$ cat config.mk
export PLATFORM = sky130hd
export DESIGN_NAME = adder_arbiter_16
export DESIGN_NICKNAME = d
export VERILOG_FILES = /design/src/rtl/adder_arbiter_16.sv
export SDC_FILE = /design/constraint.sdc
export NUM_CORES = 1
export LEC_CHECK = 0
export BUFFER_PORTS_ARGS = -buffer_cell sky130_fd_sc_hd__buf_2
export CAP_MARGIN = 30
export CELL_PAD_IN_SITES_DETAIL_PLACEMENT = 1
export CELL_PAD_IN_SITES_GLOBAL_PLACEMENT = 2
export CORE_MARGIN = 4
export CORE_UTILIZATION = 29
export DETAILED_ROUTE_END_ITERATION = 8
export PLACE_DENSITY = 0.83
export SYNTH_ARGS = -nofsm -noshare
export SYNTH_HDL_FRONTEND = slang
export SYNTH_SLANG_ARGS = --single-unit
$ cat constraint.sdc
create_clock -name clk -period 9.65 [get_ports clk]
set_clock_uncertainty 0.15 [all_clocks]
set_input_delay 0.965 -clock clk [delete_from_list [all_inputs] [get_ports clk]]
set_output_delay 0.965 -clock clk [all_outputs]
set_load 0.02 [all_outputs]
$ cat src/rtl/adder_arbiter_16.sv
// Two-requester 16-bit add/subtract unit with one shared adder and a
// one-entry result register.
// Ties between the requesters are resolved by round-robin arbitration.
module adder_arbiter_16 #(
  parameter int CNT_W = 8
) (
  input  logic             clk,
  input  logic             reset,
  input  logic             req0_valid,
  input  logic [15:0]      req0_a,
  input  logic [15:0]      req0_b,
  input  logic             req0_sub,
  output logic             req0_ready,
  input  logic             req1_valid,
  input  logic [15:0]      req1_a,
  input  logic [15:0]      req1_b,
  input  logic             req1_sub,
  output logic             req1_ready,
  output logic             resp_valid,
  input  logic             resp_ready,
  output logic             resp_id,
  output logic [15:0]      result,
  output logic             carry,
  output logic             overflow,
  output logic [CNT_W-1:0] grant_cnt0,
  output logic [CNT_W-1:0] grant_cnt1
);

  typedef enum logic {EMPTY = 1'b0, FULL = 1'b1} state_t;

  state_t             state_q, state_d;
  logic               last_grant_q, last_grant_d;
  logic [15:0]        result_q, result_d;
  logic               carry_q, carry_d;
  logic               overflow_q, overflow_d;
  logic               resp_id_q, resp_id_d;
  logic [CNT_W-1:0]   cnt0_q, cnt0_d;
  logic [CNT_W-1:0]   cnt1_q, cnt1_d;

  logic               open_slot;
  logic               grant0;
  logic               grant1;
  logic               accept;
  logic [15:0]        op_a;
  logic [15:0]        op_b;
  logic               op_sub;
  logic [15:0]        b_eff;
  logic [16:0]        sum;

  // A requester wins if it is alone, or if the other one was granted last.
  always_comb begin
    open_slot = (state_q == EMPTY) || resp_ready;
    grant0    = !reset && open_slot && req0_valid && (!req1_valid || last_grant_q);
    grant1    = !reset && open_slot && req1_valid && (!req0_valid || !last_grant_q);
    accept    = grant0 || grant1;
  end

  always_comb begin
    op_a   = grant1 ? req1_a   : req0_a;
    op_b   = grant1 ? req1_b   : req0_b;
    op_sub = grant1 ? req1_sub : req0_sub;
    b_eff  = op_b ^ {16{op_sub}};
    sum    = {1'b0, op_a} + {1'b0, b_eff} + {16'b0, op_sub};
  end

  always_comb begin
    state_d      = state_q;
    last_grant_d = last_grant_q;
    result_d     = result_q;
    carry_d      = carry_q;
    overflow_d   = overflow_q;
    resp_id_d    = resp_id_q;
    cnt0_d       = cnt0_q;
    cnt1_d       = cnt1_q;
    if (accept) begin
      state_d      = FULL;
      last_grant_d = grant1;
      resp_id_d    = grant1;
      result_d     = sum[15:0];
      carry_d      = sum[16];
      overflow_d   = (op_a[15] == b_eff[15]) && (sum[15] != op_a[15]);
      if (grant1) cnt1_d = cnt1_q + 1'b1;
      else        cnt0_d = cnt0_q + 1'b1;
    end else if (state_q == FULL && resp_ready) begin
      state_d = EMPTY;
    end
  end

  always_ff @(posedge clk) begin
    if (reset) begin
      state_q      <= EMPTY;
      last_grant_q <= 1'b1;
      result_q     <= '0;
      carry_q      <= 1'b0;
      overflow_q   <= 1'b0;
      resp_id_q    <= 1'b0;
      cnt0_q       <= '0;
      cnt1_q       <= '0;
    end else begin
      state_q      <= state_d;
      last_grant_q <= last_grant_d;
      result_q     <= result_d;
      carry_q      <= carry_d;
      overflow_q   <= overflow_d;
      resp_id_q    <= resp_id_d;
      cnt0_q       <= cnt0_d;
      cnt1_q       <= cnt1_d;
    end
  end

  assign req0_ready = grant0;
  assign req1_ready = grant1;
  assign resp_valid = (state_q == FULL);
  assign resp_id    = resp_id_q;
  assign result     = result_q;
  assign carry      = carry_q;
  assign overflow   = overflow_q;
  assign grant_cnt0 = cnt0_q;
  assign grant_cnt1 = cnt1_q;

endmodule

==> Yosys cells after proc, flatten, opt, wreduce, memory -nomap -nowiden <==
Index checks and enable logic that the tools add are counted.
{ "word_totals": {"reg_bits": 37, "wordCells": 40, "inputBits": 71, "out_inout_bits": 38} }
{ "classes": {"eq_ne": 2, "bitwise_logic": 3, "muxes": 5, "add_sub_neg": 4, "n_reduce_logical": 18} }
{ "op_table": {"columns": ["operator", "n"], "rows": [
  ["16-bit two-way mux", 2],
  ["16-bit by 16-bit adder with 17-bit output", 1],
  ["17-bit by 1-bit adder with 17-bit output", 1],
  ["8-bit by 1-bit adder with 8-bit output (second input constant)", 2],
  ["16-bit bitwise XOR", 1],
  ["1-bit logical AND", 7],
  ["1-bit logical NOT", 4],
  ["1-bit logical OR", 4],
  ["2-bit AND reduction", 2],
  ["1-bit two-way mux", 3],
  ["1-bit NOT", 2],
  ["2-bit nonzero test", 1],
  ["1-bit equality test", 1],
  ["1-bit != test", 1]
]} }

==> Logic depth before layout (Yosys ltp) <==
{ "logic_depth": {"depth_word": 11, "mapped_depth": 13, "mapped_depth_nobuf": 11} }

==> Worst setup path before layout <==
Ideal clock, no wire load.
{ "synth_path": {"path_type": "input to register", "from": "input port req1_valid", "to": "register result_q[11] (netlist: result[11])", "t_required_ns": 9.421, "arrival_time_ns": 4.155, "setup_slack_ns": 5.266, "path_stages": 12, "path_buffers": 3, "cell_sequence": "a21bo_2 nor3_4 buf_2 buf_1 mux2_2 ha_1 clkbuf_1 a21o_1 a221oi_1 a21oi_1 or4_1 o211ai_1"} }
{ "synth_between": {"elab_chain_len": 6, "word_cells_on_any_way": 12, "classes_between": "add/sub (2); mux (3); bitwise (1); reduce/logical (6)"} }
{ "synth_lines": {"columns": ["item", "line", "rtl"], "rows": [
  ["start, declared", "14", "input logic req1_valid,"],
  ["1-bit logical AND (2 in series)", "54", "grant1 = !reset && open_slot && req1_valid && (!req0_valid || !last_grant_q);"],
  ["16-bit two-way mux or 1-bit two-way mux (tied branches)", "60, 61", null],
  ["16-bit bitwise XOR", "62", "b_eff = op_b ^ {16{op_sub}};"],
  ["16-bit by 16-bit adder with 17-bit output", "63", "sum = {1'b0, op_a} + {1'b0, b_eff} + {16'b0, op_sub};"],
  ["17-bit by 1-bit adder with 17-bit output", "63", null],
  ["end signal, assigned", "102", "result_q <= result_d;"],
  ["end, declared", "33", "logic [15:0] result_q, result_d;"]
]} }
Parallel ways exist; a longest one is shown, timed or not.
A chain may end at the register's enable or synchronous reset.

==> Worst setup path in the final report <==
{ "layout_path": {"from": "input port reset", "to": "register result_q[11] (netlist: result[11])"} }
{ "layout_between": {"elab_chain_len": 8, "word_cells_on_any_way": 13, "classes_between": "add/sub (2); mux (3); bitwise (1); reduce/logical (7)"} }
{ "layout_lines": {"columns": ["item", "line", "rtl"], "rows": [
  ["start, declared", "8", "input logic reset,"],
  ["1-bit logical NOT", "53, 54", null],
  ["1-bit logical AND", "53, 54", null],
  ["1-bit logical AND (2 in series)", "54", null],
  ["16-bit two-way mux or 1-bit two-way mux (tied branches)", "60, 61", null],
  ["16-bit bitwise XOR", "62", null],
  ["16-bit by 16-bit adder with 17-bit output", "63", null],
  ["17-bit by 1-bit adder with 17-bit output", "63", null]
]} }
Parallel ways exist; a longest one is shown, timed or not.

==> metrics.cfg <==
[sta]
slew_violations = 0
rsz0062_at_grt = false
post-route-min-period_ns = 4.607
max_freq_ghz = 0.2171
relSlewSlack = 0.5756
hold_ws_ns = 0.3094
worst_pin_slew_ns = 0.6365
final_hold_viol_count = 0
finalSetupTns_ns = 0
setup_violations = 0
period_share = 0.4774

[synthesis]
ys_async_sr_fraction = 0
synth_cells = 321
syn_area_per_cell_um2 = 8.501
synth_flop_cell = dfxtp_1
ys_ff_latch = 37
synth-seq-area-share = 0.2714
syn_area_mm2 = 0.002729
synthTopCellsByArea = dfxtp_1, xor2_1, ha_1, mux2i_1, mux2_2
ys.warnings.count = 0
synth_top_area_frac = 0.2714
synth_top_area_cell = dfxtp_1
synth_edf_count = 0
synth_nets = 410
synth_cell_type_count = 46
yosysMostFrequentCell = dfxtp_1
yosys-top-cells-count = dfxtp_1, xor2_1, nor2_1

[drt]
drt_wl_total_um = 8364
drc_errors = 0
ant_nets = 0
detail_route.first_pass.iterations = 4
drtIter0Drc = 103
wl_per_cell_um = 15.55
vias = 2760
vias_per_cell = 5.130

[cts]
clk_pin_slew_worst_paths_ns = 0.08
htreeDepth = 2
ctsHoldBuffers = 0
cts_tree = yes
cts_buffer_depth = 2
cts_resized = 0
cts.sink_count = 37
numCtsBuffers = 5
clk_latency_ns = 0.29
post_cts_buffers = 0
cts-root-buf = clkbuf_8

[finish]
fin_cells = 538
multi_input_area_mm2 = 0.001916
register_area_um2 = 740.7
nets = 515
diodes = 0
nFillCells = 1127
syn2layout_area_growth_pct = 29.21
final_core_util = 0.3834
drive_above_1_share = 0.3279

[critical_path]
crit_fanout = 43
critPathBufInv = 3
startpoint_type = primary input
path_class = in2reg
required_ns = 9.71
cp_slowest_cell = or4_1
max_stage_delay_ns = 0.56
crit_path_end_kind = flop
crit_chain = buf_2 > nor3_4 > buf_4 > mux2i_2 > buf_4 > xor2_1 > ha_1 > a21oi_1 > nand2_1 > a221oi_1 > a21oi_1 > or4_1 > o211ai_1
cpLargestDelayFamily = buffers and inverters
cp_data_arrival_time_ns = 4.67

[placed_design]
dpl.cell_count = 530
port_buffers = 108
gp_congestion = 0.7905
hpwlAfterDp_um = 6748

[global_route]
grt_max_degree = 44
grt_pass1_wl_um = 14060
grt_antenna_before_repair = 0
grt-ovfl-total = 0
track_usage = 0.1526
grt_pass1_vias = 2893

[job]
max_cap_viol_count = 0

[status]
status = finished clean

[die]
core_area_mm2 = 0.009196
io_pins = 109
die_y_um = 105.0
rows = 35
die_w_um = 105.0
start_util = 0.2967
dieArea_mm2 = 0.01103

[pwr]
ir_drop_mv = 0.05818
p_leak_nw = 1.611
powerDensity_mw_per_mm2 = 158.1

[hold_path]
hold_path_class = reg2reg

[layout by cell type (no fill, tap or decap), types with 2 or more instances in the layout]
cell type,netlist,final
nand4_1,7,7
o21ai_0,9,9
mux2i_1,19,18
nand2b_1,2,2
o31ai_1,4,4
a21o_1,5,5
buf_2,3,108
ha_1,17,17
a41oi_1,2,2
xor2_1,27,27
a211oi_1,6,6
and4_1,2,2
a21oi_1,21,21
clkbuf_8,0,5
nor2_1,26,26
buf_4,0,4
a221oi_1,2,2
dfxtp_1,37,37
or3_1,6,6
nand2_1,25,25
and3_1,6,6
nand3_1,14,14
bufinv_16,0,2
mux2_2,15,15
xnor2_1,9,9
nor3_1,4,4
inv_1,7,7
o211ai_1,8,8
o21a_1,5,5
and2_1,5,5
[flip-flops by register name, summed over array words and instances, names as in the netlist]
signal	flops
grant_cnt0	8
resp_valid	1
result	16
carry	1
resp_id	1
grant_cnt1	8
last_grant_q	1
overflow	1
[power breakdown]
group	total, mW	internal (mW)	switching, mW
sequential	0.179	0.169	0.0103
clock	0.160	0.103	0.0570
combinational	0.219	0.0923	0.127
[worst paths after layout]
check             start         end  slack, ns  depth (start not counted)
max               reset  result[11]       5.04                         13
min           result[1]   result[1]       0.31                          2
max reg2reg  resp_valid  result[11]       5.58                         13
min reg2reg   result[1]   result[1]       0.31                          2
[cells by family (layout without fill, tap and decap cells)]
logic type	Yosys count	after routing	synth area share
AO/OA/AOI/OAI	73	73	0.1802
multiplexers	34	34	0.1316
AND/OR/NAND/NOR	102	102	0.1857
flip-flops	37	37	0.2714
buffers and inverters	21	127	0.03026
XOR/XNOR	36	36	0.1155
adder cells (fa/ha/maj)	18	18	0.08528
[layer usage]
layer	routed length [µm]	up-vias	track usage
met5	0	-	0
met2	4048	82	0.2681
met3	406	7	0.03088
met1	3823	1296	0.1928
li1	-	1375	-
met4	85	0	0.03093
[metrics by stage]
step | cell area, µm² | worst slack, ns | total power, mW
after global placement | 3392 | 4.793 | 0.3983
after detailed placement | 3392 | 4.698 | 0.4045
after CTS | 3526 | 4.975 | 0.5654
after global routing | 3526 | 4.684 | 0.5966
after floorplan | 2729 | 5.266 | 0.3342
final | 3526 | 5.043 | 0.5576
[worst min-delay path: cells and delay by family (launching register included)]
family	cells	cell delay, ns
AO/OA/AOI/OAI	1	0.05
flip-flops	1	0.31
AND/OR/NAND/NOR	1	0.05
[layout make-up]
cell class                 count  area share
sequential                    37      0.2101
clock buffer                   5     0.01952
inverter                       7    0.007452
multi-input combinational    263      0.5433
clock inverter                 3     0.01845
timing repair buffer         112      0.1618
tap                          111     0.03939
Note: power is estimated with default switching activity, not from simulation.
